File: src/rtl/sprite_rom_pkg.sv
// Shared defaults, sprite index constants and the response-buffer entry type
// for the sprite ROM reader.
package sprite_rom_pkg;
  localparam int DEF_NUM_SPRITES      = 7;
  localparam int DEF_NUM_BANKS        = 2;
  localparam int DEF_WORDS_PER_SPRITE = 1024;
  localparam int DEF_WORD_W           = 16;
  localparam int DEF_FIFO_DEPTH       = 4;

  localparam int DEF_SPRITE_W = $clog2(DEF_NUM_SPRITES);
  localparam int DEF_ADDR_W   = $clog2(DEF_WORDS_PER_SPRITE);
  localparam logic [DEF_SPRITE_W-1:0] SPRITE_LAST = DEF_SPRITE_W'(DEF_NUM_SPRITES - 1);

  typedef struct packed {
    logic [DEF_WORD_W-1:0] data;
    logic                  err;
    logic                  last;
  } rsp_entry_t;

  // Bank image key: bank b word p reads back as key(b) ^ p.
  function automatic logic [DEF_WORD_W-1:0] bank_key(int b);
    return DEF_WORD_W'(32'hC000 + (b << 12));
  endfunction
endpackage

File: src/rtl/sprite_rom_reader_if.sv
// Request/response bus between a sprite fetch client and sprite_rom_reader.
interface sprite_rom_reader_if
  import sprite_rom_pkg::*;
#(
  parameter int SPRITE_W = DEF_SPRITE_W,
  parameter int ADDR_W   = DEF_ADDR_W,
  parameter int WORD_W   = DEF_WORD_W
);
  logic                req_valid_i;
  logic                req_ready_o;
  logic [SPRITE_W-1:0] req_sprite_i;
  logic [ADDR_W-1:0]   req_addr_i;
  logic [7:0]          req_len_i;
  logic                rsp_valid_o;
  logic                rsp_ready_i;
  logic [WORD_W-1:0]   rsp_data_o;
  logic                rsp_err_o;
  logic                rsp_last_o;

  modport slave (
    input  req_valid_i, req_sprite_i, req_addr_i, req_len_i, rsp_ready_i,
    output req_ready_o, rsp_valid_o, rsp_data_o, rsp_err_o, rsp_last_o
  );
  modport master (
    output req_valid_i, req_sprite_i, req_addr_i, req_len_i, rsp_ready_i,
    input  req_ready_o, rsp_valid_o, rsp_data_o, rsp_err_o, rsp_last_o
  );
endinterface

File: src/rtl/sprite_rom_bank.sv
// One sprite ROM bank: 1-cycle synchronous read, output holds when not enabled.
// Contents are a closed-form image selected per bank by INIT_KEY.
module sprite_rom_bank #(
  parameter int                PADDR_W  = 12,
  parameter int                WORD_W   = 16,
  parameter logic [WORD_W-1:0] INIT_KEY = '0
) (
  input  logic               clk,
  input  logic               en_i,
  input  logic [PADDR_W-1:0] addr_i,
  output logic [WORD_W-1:0]  data_o
);
  logic [WORD_W-1:0] data_q, data_d;

  always_comb begin
    data_d = data_q;
    if (en_i) data_d = INIT_KEY ^ WORD_W'(addr_i);
  end

  always_ff @(posedge clk) data_q <= data_d;

  assign data_o = data_q;
endmodule

File: src/rtl/sprite_rom_reader.sv
// Burst reader over banked sprite ROMs: credit-limited issue, 1-cycle ROM read,
// sideband pipelined alongside, in-order response FIFO.
module sprite_rom_reader
  import sprite_rom_pkg::*;
#(
  parameter int NUM_SPRITES      = DEF_NUM_SPRITES,
  parameter int NUM_BANKS        = DEF_NUM_BANKS,
  parameter int WORDS_PER_SPRITE = DEF_WORDS_PER_SPRITE,
  parameter int WORD_W           = DEF_WORD_W,
  parameter int FIFO_DEPTH       = DEF_FIFO_DEPTH
) (
  input  logic               clk,
  input  logic               rst_ni,
  sprite_rom_reader_if.slave bus,
  output logic               busy_o
);
  localparam int SPRITE_W = $clog2(NUM_SPRITES);
  localparam int ADDR_W   = $clog2(WORDS_PER_SPRITE);
  localparam int BANK_W   = (NUM_BANKS > 1) ? $clog2(NUM_BANKS) : 1;
  localparam int SLOTS    = (NUM_SPRITES + NUM_BANKS - 1) / NUM_BANKS;
  localparam int PADDR_W  = $clog2(SLOTS * WORDS_PER_SPRITE);
  localparam int PTR_W    = $clog2(FIFO_DEPTH);

  localparam logic [0:0] S_IDLE  = 1'b0;
  localparam logic [0:0] S_BURST = 1'b1;

  logic [0:0]          state_q, state_d;
  logic [SPRITE_W-1:0] sprite_q, sprite_d;
  logic [ADDR_W-1:0]   addr_q, addr_d;
  logic [7:0]          rem_q, rem_d;
  logic [PTR_W:0]      out_cnt_q, out_cnt_d;

  logic                s1_vld_q, s1_vld_d;
  logic [BANK_W-1:0]   s1_bank_q, s1_bank_d;
  logic                s1_err_q, s1_err_d;
  logic                s1_last_q, s1_last_d;

  rsp_entry_t          mem_q [FIFO_DEPTH];
  rsp_entry_t          mem_d [FIFO_DEPTH];
  logic [PTR_W-1:0]    wr_ptr_q, wr_ptr_d, rd_ptr_q, rd_ptr_d;
  logic [PTR_W:0]      fifo_cnt_q, fifo_cnt_d;

  logic                idle, credit, req_ready, accept, issue, pop, rsp_valid;
  logic [SPRITE_W-1:0] iss_sprite;
  logic [ADDR_W-1:0]   iss_addr;
  logic                iss_last, iss_err;
  logic [BANK_W-1:0]   iss_bank;
  logic [PADDR_W-1:0]  iss_paddr;
  logic [NUM_BANKS-1:0]             bank_en;
  logic [NUM_BANKS-1:0][WORD_W-1:0] bank_rd;
  rsp_entry_t          wr_entry, head;

  // Credit covers words in the ROM stage plus words buffered, so a write never
  // finds the FIFO full; it is registered, keeping rsp_ready_i off req_ready_o.
  always_comb begin
    idle       = (state_q == S_IDLE);
    credit     = 32'(out_cnt_q) < FIFO_DEPTH;
    req_ready  = rst_ni && idle && credit;
    accept     = req_ready && bus.req_valid_i;
    issue      = accept || (!idle && credit);
    iss_sprite = idle ? bus.req_sprite_i : sprite_q;
    iss_addr   = idle ? bus.req_addr_i : addr_q;
    iss_last   = idle ? (bus.req_len_i == 8'd0) : (rem_q == 8'd1);
    iss_err    = 32'(iss_sprite) >= NUM_SPRITES;
    iss_bank   = BANK_W'(32'(iss_sprite) % NUM_BANKS);
    iss_paddr  = PADDR_W'((32'(iss_sprite) / NUM_BANKS) * WORDS_PER_SPRITE + 32'(iss_addr));
    for (int b = 0; b < NUM_BANKS; b++)
      bank_en[b] = issue && !iss_err && (32'(iss_bank) == b);

    state_d  = state_q;
    sprite_d = sprite_q;
    addr_d   = addr_q;
    rem_d    = rem_q;
    if (accept) begin
      sprite_d = bus.req_sprite_i;
      addr_d   = bus.req_addr_i + ADDR_W'(1);
      rem_d    = bus.req_len_i;
      if (bus.req_len_i != 8'd0) state_d = S_BURST;
    end else if (!idle && credit) begin
      addr_d = addr_q + ADDR_W'(1);
      rem_d  = rem_q - 8'd1;
      if (rem_q == 8'd1) state_d = S_IDLE;
    end
  end

  for (genvar b = 0; b < NUM_BANKS; b++) begin : g_bank
    sprite_rom_bank #(
      .PADDR_W (PADDR_W),
      .WORD_W  (WORD_W),
      .INIT_KEY(WORD_W'(bank_key(b)))
    ) u_bank (
      .clk   (clk),
      .en_i  (bank_en[b]),
      .addr_i(iss_paddr),
      .data_o(bank_rd[b])
    );
  end

  always_comb begin
    s1_vld_d  = issue;
    s1_bank_d = iss_bank;
    s1_err_d  = iss_err;
    s1_last_d = iss_last;

    wr_entry.data = s1_err_q ? '0 : DEF_WORD_W'(bank_rd[s1_bank_q]);
    wr_entry.err  = s1_err_q;
    wr_entry.last = s1_last_q;

    head      = mem_q[rd_ptr_q];
    rsp_valid = rst_ni && (fifo_cnt_q != '0);
    pop       = rsp_valid && bus.rsp_ready_i;

    mem_d    = mem_q;
    wr_ptr_d = wr_ptr_q;
    rd_ptr_d = rd_ptr_q;
    if (s1_vld_q) begin
      mem_d[wr_ptr_q] = wr_entry;
      wr_ptr_d        = wr_ptr_q + PTR_W'(1);
    end
    if (pop) rd_ptr_d = rd_ptr_q + PTR_W'(1);

    fifo_cnt_d = fifo_cnt_q;
    case ({s1_vld_q, pop})
      2'b10:   fifo_cnt_d = fifo_cnt_q + 1'b1;
      2'b01:   fifo_cnt_d = fifo_cnt_q - 1'b1;
      default: fifo_cnt_d = fifo_cnt_q;
    endcase
    out_cnt_d = out_cnt_q;
    case ({issue, pop})
      2'b10:   out_cnt_d = out_cnt_q + 1'b1;
      2'b01:   out_cnt_d = out_cnt_q - 1'b1;
      default: out_cnt_d = out_cnt_q;
    endcase
  end

  always_ff @(posedge clk) begin
    if (!rst_ni) begin
      state_q    <= S_IDLE;
      sprite_q   <= '0;
      addr_q     <= '0;
      rem_q      <= '0;
      out_cnt_q  <= '0;
      s1_vld_q   <= 1'b0;
      s1_bank_q  <= '0;
      s1_err_q   <= 1'b0;
      s1_last_q  <= 1'b0;
      mem_q      <= '{default: '0};
      wr_ptr_q   <= '0;
      rd_ptr_q   <= '0;
      fifo_cnt_q <= '0;
    end else begin
      state_q    <= state_d;
      sprite_q   <= sprite_d;
      addr_q     <= addr_d;
      rem_q      <= rem_d;
      out_cnt_q  <= out_cnt_d;
      s1_vld_q   <= s1_vld_d;
      s1_bank_q  <= s1_bank_d;
      s1_err_q   <= s1_err_d;
      s1_last_q  <= s1_last_d;
      mem_q      <= mem_d;
      wr_ptr_q   <= wr_ptr_d;
      rd_ptr_q   <= rd_ptr_d;
      fifo_cnt_q <= fifo_cnt_d;
    end
  end

  // Outputs read zero whenever nothing is presented, including under reset.
  assign bus.req_ready_o = req_ready;
  assign bus.rsp_valid_o = rsp_valid;
  assign bus.rsp_data_o  = rsp_valid ? WORD_W'(head.data) : '0;
  assign bus.rsp_err_o   = rsp_valid && head.err;
  assign bus.rsp_last_o  = rsp_valid && head.last;
  assign busy_o          = rst_ni && ((state_q == S_BURST) || (out_cnt_q != '0));
endmodule
File: src/flat_wrapper.sv
// flat-port wrapper written by rule: the top's interface ports become plain ports
module sprite_rom_reader_flat import sprite_rom_pkg::*;
#(
  parameter int NUM_SPRITES      = DEF_NUM_SPRITES,
  parameter int NUM_BANKS        = DEF_NUM_BANKS,
  parameter int WORDS_PER_SPRITE = DEF_WORDS_PER_SPRITE,
  parameter int WORD_W           = DEF_WORD_W,
  parameter int FIFO_DEPTH       = DEF_FIFO_DEPTH
)
  (clk, rst_ni, busy_o, bus_req_valid_i, bus_req_sprite_i, bus_req_addr_i, bus_req_len_i, bus_rsp_ready_i, bus_req_ready_o, bus_rsp_valid_o, bus_rsp_data_o, bus_rsp_err_o, bus_rsp_last_o);
  sprite_rom_reader_if #(.WORD_W(WORD_W)) bus_i ();
  input  logic clk;
  input  logic rst_ni;
  output logic busy_o;
  input wire logic [$bits(bus_i.req_valid_i)-1:0] bus_req_valid_i;
  input wire logic [$bits(bus_i.req_sprite_i)-1:0] bus_req_sprite_i;
  input wire logic [$bits(bus_i.req_addr_i)-1:0] bus_req_addr_i;
  input wire logic [$bits(bus_i.req_len_i)-1:0] bus_req_len_i;
  input wire logic [$bits(bus_i.rsp_ready_i)-1:0] bus_rsp_ready_i;
  output wire logic [$bits(bus_i.req_ready_o)-1:0] bus_req_ready_o;
  output wire logic [$bits(bus_i.rsp_valid_o)-1:0] bus_rsp_valid_o;
  output wire logic [$bits(bus_i.rsp_data_o)-1:0] bus_rsp_data_o;
  output wire logic [$bits(bus_i.rsp_err_o)-1:0] bus_rsp_err_o;
  output wire logic [$bits(bus_i.rsp_last_o)-1:0] bus_rsp_last_o;
  assign bus_i.req_valid_i = bus_req_valid_i;
  assign bus_i.req_sprite_i = bus_req_sprite_i;
  assign bus_i.req_addr_i = bus_req_addr_i;
  assign bus_i.req_len_i = bus_req_len_i;
  assign bus_i.rsp_ready_i = bus_rsp_ready_i;
  assign bus_req_ready_o = bus_i.req_ready_o;
  assign bus_rsp_valid_o = bus_i.rsp_valid_o;
  assign bus_rsp_data_o = bus_i.rsp_data_o;
  assign bus_rsp_err_o = bus_i.rsp_err_o;
  assign bus_rsp_last_o = bus_i.rsp_last_o;
  sprite_rom_reader #(.NUM_SPRITES(NUM_SPRITES), .NUM_BANKS(NUM_BANKS), .WORDS_PER_SPRITE(WORDS_PER_SPRITE), .WORD_W(WORD_W), .FIFO_DEPTH(FIFO_DEPTH)) u_core (.clk(clk), .rst_ni(rst_ni), .bus(bus_i), .busy_o(busy_o));
endmodule
File: config.mk
export PLATFORM = sky130hd
export DESIGN_NAME = sprite_rom_reader_flat
export DESIGN_NICKNAME = d
export VERILOG_FILES = /design/src/rtl/sprite_rom_pkg.sv /design/src/rtl/sprite_rom_reader_if.sv /design/src/rtl/sprite_rom_bank.sv /design/src/rtl/sprite_rom_reader.sv /design/src/flat_wrapper.sv
export SDC_FILE = /design/constraint.sdc
export NUM_CORES = 1
export LEC_CHECK = 0
export BUFFER_PORTS_ARGS = -buffer_cell sky130_fd_sc_hd__buf_2
export CAP_MARGIN = 0
export CORE_ASPECT_RATIO = 0.7
export CORE_MARGIN = 2
export CORE_UTILIZATION = 50
export CTS_BUF_LIST = sky130_fd_sc_hd__clkbuf_2
export DETAILED_ROUTE_END_ITERATION = 8
export GPL_ROUTABILITY_DRIVEN = 1
export GPL_TIMING_DRIVEN = 0
export PLACE_DENSITY = 0.71
export SLEW_MARGIN = 20
export SYNTH_ARGS = -nofsm -noshare
export SYNTH_HDL_FRONTEND = slang
export SYNTH_SLANG_ARGS = --single-unit
File: constraint.sdc
create_clock -name clk -period 4.6 [get_ports clk]
set_input_delay 0.23 -clock clk [delete_from_list [all_inputs] [get_ports clk]]
set_output_delay 0.23 -clock clk [all_outputs]
set_load 0.01 [all_outputs]
# Yosys cells after proc, flatten, opt, wreduce, memory -nomap -nowiden
# Cells that the tools add are included.
# totals
elab_cells	100
reg_bits	132
output_inout_bits	21
# op_classes
n_reduce_logical	25
n_addsub	10
n_eq_ne	6
order_cmp	6
muxes	23
bitwise_logic	4
# ops
operator	n
72-bit bitwise mux	1
18-bit two-way mux	3
16-bit two-way mux	3
18-bit binary-select mux with 2-bit select	1
18-bit demux with 2-bit select	1
10-bit two-way mux	3
10-bit by 1-bit adder with 10-bit output (second input constant)	2
8-bit two-way mux	2
1-bit logical AND	13
13-bit two-way mux	1
12-bit by 10-bit adder with 12-bit output	1
3-bit case mux with 2 select lines	2
3-bit >= comparator (second input constant)	3
8-bit by 1-bit equality test with 1-bit output (second input constant)	1
8-bit zero test	1
2-bit nonzero test	4
8-bit nonzero test	1
8-bit by 1-bit subtractor with 8-bit output (second input constant)	1
3-bit by 1-bit adder with 3-bit output (second input constant)	2
2-bit inverter with 3-bit output	2
3-bit nonzero test	2
3-bit by 1-bit subtractor with 3-bit output (second input constant)	2
1-bit two-way mux	5
2-bit by 1-bit adder with 2-bit output (second input constant)	2
11 further kinds	15

# Depth between registers and ports, before layout
# Gate-level depths: netlist (run 1).
# logic_depth
depth_word	7
mapped_depth	11
ltp_nobuf	8

# Modules after synthesis
# A second synthesis (run 1) with hierarchy kept.
# hier_totals
cells_unflattened	698
hier_area_um2	6447.4
# modules_own_cells
mod	seq_area_each_um2	area_each_um2	instances	cells_each
sprite_rom_reader	2162.1	5651.7	1	662
sprite_rom_bank	360.3	397.9	2	18

# Worst setup path before layout (run 1)
# OpenSTA, ideal clock, no wires.
# synth_path
path_kind	reg2reg
startpoint	register u_core.state_q
endpoint	register u_core.g_bank[1].u_bank.data_q[0] (enable)
stages_incl_launch_ff	4
t_arrival_ns	1.942
setup_time_ns	0.400
n_path_buf	1
setup_slack_ns	2.258
path_cell_list	dfxtp_1 buf_2 mux2_2 a211oi_1
# synth_between
elab_chain_cells	7
word_cells_on_any_way	11
# synth_lines
item	line_no	text
start, declared	sprite_rom_reader.sv:27	logic [0:0] state_q, state_d;
start signal, assigned	sprite_rom_reader.sv:152	state_q <= state_d;
parallel branches: the longest is 6 deep, another holds 3-bit >= comparator	n/a	
1-bit logical AND *	sprite_rom_reader.sv:68	bank_en[b] = issue && !iss_err && (32'(iss_bank) == b);
net u_core.g_bank[1].u_bank.en_i	sprite_rom_bank.sv:9	input logic en_i,
end signal, assigned	sprite_rom_bank.sv:20	always_ff @(posedge clk) data_q <= data_d;
end, declared	sprite_rom_bank.sv:13	logic [WORD_W-1:0] data_q, data_d;
# Mark *: on every way through the listed nets, which the timed path passes.
# A chain may end at the register's enable or synchronous reset.

# Final worst setup path (run 1)
# layout_path
startpoint	register u_core.state_q
endpoint	register u_core.addr_q[6]
# layout_between
elab_chain_cells	5
word_cells_on_any_way	7
# layout_lines
item	line_no	text
1-bit inverter	sprite_rom_reader.sv:56	idle = (state_q == S_IDLE);
1-bit logical AND (2 in a row)	sprite_rom_reader.sv:58	req_ready = rst_ni && idle && credit;
1-bit logical AND	sprite_rom_reader.sv:59	accept = req_ready && bus.req_valid_i;
10-bit two-way mux or 2-bit nonzero test (tied branches)	n/a	
end signal, assigned	sprite_rom_reader.sv:154	addr_q <= addr_d;
end, declared	sprite_rom_reader.sv:29	logic [ADDR_W-1:0] addr_q, addr_d;
# Parallel ways exist; a longest one is shown, timed or not.

==> flow_metrics.py, run 1 <==
metrics = {
    "floorplanning": {
        "die_area_um2": 13000,
        "die_w_um": 135,
        "die_y_um": 96.0,
        "start_util_pct": 51.4,
        "rows": 33,
        "core_area_um2": 11800,
        "ioPinCount": 46,
    },
    "placed_design": {
        "routabilityCongestion": 0.940,
        "dpl.cell_count": 858,
        "dp_hpwl_mm": 11.9,
        "port_buffers": 43,
    },
    "final_layout": {
        "drive_gt1_share_pct": 18.0,
        "stdcell_count": 913,
        "area_delta_synth_final_pct": 13.8,
        "fillers": 1066,
        "diodes": 0,
        "final_common_cell": "nand2_1",
        "layout_common_cells": "104 x nand2_1, 100 x dfxtp_1, 62 x nor2_1",
        "nets": 783,
        "final_core_util_pct": 58.5,
    },
    "clock_tree": {
        "cts.sinks": 124,
        "cts_hold_buf": 27,
        "path_clk_slew_ps": 170,
        "h-tree-depth": 4,
        "cts_buffers": 17,
        "cts_buffer_depth": 2,
        "cts-root-buf": "clkbuf_2",
        "post_cts_resized": 0,
        "cts_tree": "yes",
        "post_cts_buffers": 0,
        "clock_latency_ps": 650,
    },
    "run_status": {
        "outcome": "complete, no violations",
    },
    "global_route": {
        "grt.overflow.total": 0,
        "antenna_found_initial": 0,
        "grt_pass1_wl_mm": 26.4,
        "grt_pass1_vias": 5255,
        "grt_max_degree": 17,
        "track_usage_pct": 26.7,
    },
    "detailed_routing": {
        "remaining_drc_errors": 0,
        "vias_per_cell": 5.83,
        "wire_per_inst_um": 18.2,
        "routed_wl_mm": 16.6,
        "drt-pass1-iter-count": 6,
        "vias": 5324,
        "drtIter0Drc": 568,
        "ant_nets": 0,
    },
    "logic_synthesis": {
        "ys.warnings.count": 0,
        "avgSynthCellArea_um2": 9.21,
        "syn-cell-area_um2": 6050,
        "syn_inst": 657,
        "synth_nets": 693,
        "synth_ff_type": "dfxtp_1",
        "synth_cell_type_count": 56,
        "synth-edff-count": 24,
        "synth-seq-area-share_pct": 45.0,
        "synthArstFlopShare_pct": 0,
        "synth-seq-cells": 124,
    },
    "critical_path": {
        "worstSetupStartpointType": "register",
        "reg2reg_depth": 11,
        "crit_path_end_kind": "register",
        "crit_type": "reg2reg",
        "worst-endpoint-arrival_ps": 4100,
        "r2r-start": "u_core.state_q",
        "r2r_slack_ps": 1110,
        "worstSetupEndpoint": "u_core.addr_q[6]",
        "r2r-end": "u_core.addr_q[6]",
        "required_ps": 5210,
        "crit_fanout": 10,
        "cp-startpoint": "u_core.state_q",
    },
    "worst_hold_path": {
        "hold_depth": 4,
        "hp-class": "in2reg",
        "hold_start": "bus_req_valid_i",
    },
    "flow_run": {
        "drv_cap": 0,
    },
    "sta": {
        "rsz0062_at_grt": "no",
        "worst_pin_slew_ps": 705,
        "timing.final.crit_share_pct": 75.8,
        "hold_viol": 0,
        "setup_tns_ps": 0,
        "slew_headroom_pct": 53.0,
        "finalClockSkew_ps": 19.1,
        "whs_ps": 74.0,
        "min_period_ps": 3490,
        "slew_violations": 0,
        "timing.fmax_ghz": 0.287,
        "setup_viol": 0,
    },
    "pwr": {
        "power_leakage_nw": 2.56,
        "ir_drop_mv": 0.205,
        "power_mw": 2.26,
        "cellPowerDensity_nw_per_um2": 328,
    },
}
[worst min path at each step]
stage / endpoint
after floorplan: u_core.sprite_q[0]
after CTS: u_core.s1_bank_q
final: u_core.rem_q[0]
after detailed placement: u_core.sprite_q[0]
after global placement: u_core.sprite_q[2]
after global routing: u_core.rem_q[0]
[cells by family after synthesis]
| logic type | Yosys count | synth area share [%] |
|---|---|---|
| XOR/XNOR | 9 | 1.30 |
| AO/OA/AOI/OAI | 133 | 13.9 |
| AND/OR/NAND/NOR | 274 | 22.1 |
| buffers and inverters | 61 | 4.34 |
| other | 1 | 0.0620 |
| flip-flops | 124 | 45.0 |
| multiplexers | 44 | 10.8 |
| adder cells (fa/ha/maj) | 11 | 2.52 |
[through the flow]
step	area (um2)	setup slack, ps
final	6880	1110
after global routing	6880	891
after CTS	6880	1330
after detailed placement	6470	1880
after global placement	6460	1610
after floorplan	6050	2260
[per-layer routing]
metal,track usage [%],vias to the layer above,wire (um),part of all wire [%]
met5,0,-,0,0
met3,4.63,38,1240,7.5
met1,36.8,2543,7640,46
met4,11.1,0,354,2.1
met2,42.0,256,7370,44
li1,-,2487,-,-
[cell type report]
class / count / area, um2 / share of cell area, %
inverter: 15 / 56.3 / 0.818
clock buffer: 22 / 110 / 1.60
sequential: 124 / 2720 / 39.6
clock inverter: 6 / 27.5 / 0.400
multi-input combinational: 472 / 3070 / 44.6
timing repair buffer: 71 / 493 / 7.16
buffer: 46 / 206 / 3.00
tap: 157 / 196 / 2.85
[critical path, stage by stage (launching register included)]
cell and delay [ps]:
dfxtp_1 470, nand4bb_1 160, clkbuf_1 410, buf_2 360
nand2_1 90, nand2_1 70, ha_1 280, nand4_1 220
o21ai_0 280, a21oi_1 120, a2111oi_0 370, dlygate4sd3_1 600
[flip-flops by register name, indices dropped and copies added (netlist names)]
| signal | count |
|---|---|
| u_core.addr_q | 10 |
| u_core.fifo_cnt_q | 3 |
| u_core.g_bank.u_bank.data_o | 24 |
| u_core.mem_q | 64 |
| u_core.out_cnt_q | 3 |
| u_core.rd_ptr_q | 2 |
| u_core.rem_q | 8 |
| u_core.s1_bank_q | 1 |
| u_core.s1_err_q | 1 |
| u_core.s1_last_q | 1 |
| u_core.s1_vld_q | 1 |
| u_core.sprite_q | 3 |
| u_core.state_q | 1 |
| u_core.wr_ptr_q | 2 |
[Yosys cell counts, types with 3 or more instances]
master	n	share of area, %
o21ai_0	21	1.7
a31oi_1	6	0.62
buf_2	14	1.2
mux2_2	12	2.2
dfxtp_1	100	33
nor2_1	62	3.8
or2_2	13	1.3
nor4_1	6	0.62
o21a_1	36	4.5
buf_4	4	0.50
ha_1	9	1.9
nand3_1	15	1.2
xnor2_1	5	0.72
clkbuf_1	27	1.7
edfxtp_1	24	12
nand3b_1	3	0.37
xor2_1	4	0.58
or3_1	15	1.6
mux4_2	16	6.0
a32oi_1	3	0.43
inv_1	15	0.93
and2_1	21	2.2
nand4_1	5	0.52
nor2b_1	5	0.52
mux2i_1	16	2.6
a21oi_1	46	3.8
nor3b_1	4	0.50
and4_1	4	0.58
nand2_1	104	6.5
o211ai_1	3	0.37
nor3_1	6	0.50
[report_power, final]
group	total [mW]	switching (mW)	internal [mW]
Sequential	1.25	0.0602	1.19
Clock	0.506	0.373	0.132
Combinational	0.499	0.293	0.206
Power figures use the tool's default switching activity.
==> run 2, diff against run 1 <==
clock period = 3.3 ns   (was 4.6 ns; I/O delays follow)
==> flow_metrics.py, run 2 (synthesis gave the netlist of run 1 again) <==
metrics = {
    "sta": {
        "worst_pin_slew_ps": 715,
        "setup_slack_ps": 379,
        "timing.fmax_ghz": 0.342,
        "min_period_ps": 2920,
        "hold_viol": 0,
        "finalClockSkew_ps": 23.1,
        "slew_violations": 0,
        "setup_tns_ps": 0,
        "timing.final.crit_share_pct": 88.5,
        "rsz0062_at_grt": "no",
        "slew_headroom_pct": 52.3,
        "setup_viol": 0,
    },
    "critical_path": {
        "worstSetupStartpointType": "register",
        "crit_path_end_kind": "register",
        "crit_type": "reg2reg",
        "required_ps": 3840,
        "crit_fanout": 10,
        "worst-endpoint-arrival_ps": 3460,
    },
    "floorplanning": {
        "rows": 33,
        "die_y_um": 96.0,
        "die_area_um2": 13000,
        "die_w_um": 135,
        "core_area_um2": 11800,
        "ioPinCount": 46,
        "start_util_pct": 51.4,
    },
    "final_layout": {
        "stdcell_count": 915,
        "final_common_cell": "nand2_1",
        "fin_area_um2": 6900,
        "diodes": 0,
        "nets": 785,
        "drive_gt1_share_pct": 17.9,
        "final-seq-area_um2": 2720,
        "multi_input_comb_area_um2": 3070,
        "area_delta_synth_final_pct": 14.1,
        "fillers": 1063,
        "largest-register": "u_core.mem_q",
        "largest_register_ffs": 64,
        "layout_common_cells": "104 x nand2_1, 100 x dfxtp_1, 62 x nor2_1",
    },
    "pwr": {
        "power_leakage_nw": 2.57,
        "internal_power_mw": 2.14,
        "p_switching_mw": 1.01,
        "ir_drop_mv": 0.284,
        "p_clk_share_pct": 22.4,
        "switching_share_pct": 32.2,
        "pwr-share-comb_pct": 22.1,
        "power_frac_seq_pct": 55.5,
        "cellPowerDensity_nw_per_um2": 457,
    },
    "clock_tree": {
        "h-tree-depth": 4,
        "cts_buffer_depth": 2,
        "post_cts_buffers": 0,
        "path_clk_slew_ps": 170,
        "cts_tree": "yes",
        "cts-root-buf": "clkbuf_2",
        "clock_latency_ps": 660,
        "cts.sinks": 124,
        "cts_buffers": 17,
    },
    "detailed_routing": {
        "remaining_drc_errors": 0,
        "drt-pass1-iter-count": 6,
        "wire_per_inst_um": 18.1,
        "drtIter0Drc": 598,
        "routed_wl_mm": 16.6,
        "vias_per_cell": 5.87,
        "vias": 5368,
        "ant_nets": 0,
    },
    "global_route": {
        "grt_pass1_wl_mm": 26.3,
        "grt_pass1_vias": 5251,
        "grt_max_degree": 17,
        "antenna_found_initial": 0,
        "track_usage_pct": 26.6,
        "grt.overflow.total": 0,
    },
    "worst_hold_path": {
        "hp-class": "in2reg",
    },
    "run_status": {
        "outcome": "complete, no violations",
    },
    "flow_run": {
        "drv_cap": 0,
    },
    "placed_design": {
        "dpl.cell_count": 858,
        "routabilityCongestion": 0.940,
        "dp_hpwl_mm": 11.9,
        "port_buffers": 43,
        "placed_cell_area_um2": 6470,
        "post-place-ws_ps": 576,
    },
}
run 2: changes by cell type in the layout (fill, tap and decap cells not counted), sizes merged:
cell         previous run  this run
dlygate4sd3            27        29
run 2: final timing paths:
kind	from	slack (ps)	endpoint	depth (start not counted)
worst min-delay path	bus_req_sprite_i[1]	240	u_core.sprite_q[1]	4
worst min register to register	u_core.mem_q[36]	470	u_core.mem_q[36]	2
worst max register to register	u_core.state_q	380	u_core.addr_q[4]	10
worst max-delay path	u_core.state_q	380	u_core.addr_q[4]	10
run 2: metrics by stage:
step / utilization (%) / hold WS [ps] / power [mW]
after floorplan: - / 264 / 2.23
after global placement: 54.9 / 366 / 2.41
after detailed placement: 55.0 / 374 / 2.44
after CTS: 58.6 / 202 / 3.15
after global routing: 58.6 / 226 / 3.30
final: 58.6 / 244 / 3.15
run 2: critical path: stages (launching register included):
cell	delay (ps)
dfxtp_1	460
nand4bb_1	160
clkbuf_1	390
buf_2	360
nand2_1	90
nand2_1	70
ha_1	280
nand3_1	220
nand3_1	130
dlygate4sd3_1	550
a31oi_1	70
run 2: cell type report:
| cell class | count | area share (%) |
|---|---|---|
| well taps | 157 | 2.85 |
| flip-flops and latches | 124 | 39.4 |
| repair buffers | 73 | 7.43 |
| plain buffers | 46 | 2.99 |
| clock inverters | 6 | 0.399 |
| multi-input cells | 472 | 44.5 |
| clock buffers | 22 | 1.60 |
| inverters | 15 | 0.816 |
run 2: power by group through the flow:
stage | registers, mW | clock network, mW | logic (mW)
6_report | 1.75 | 0.708 | 0.697
5_1_grt | 1.76 | 0.774 | 0.760
4_1_cts | 1.75 | 0.712 | 0.687
3_5_place_dp | 1.78 | 0 | 0.658
3_3_place_gp | 1.77 | 0 | 0.635
2_1_floorplan | 1.76 | 0 | 0.471
run 2: routing by layer:
| metal | up-vias | part of all wire [%] | track usage, % |
|---|---|---|---|
| li1 | 2493 | - | - |
| met1 | 2582 | 45 | 36.7 |
| met2 | 257 | 45 | 42.0 |
| met3 | 36 | 8.4 | 4.63 |
| met4 | 0 | 1.7 | 10.7 |
| met5 | - | 0 | 0 |
run 2: what timing repair did:
item,CTS,global route
endpoints found under the hold margin,51,0
gates resized for setup,0,0
hold buffers,29,0
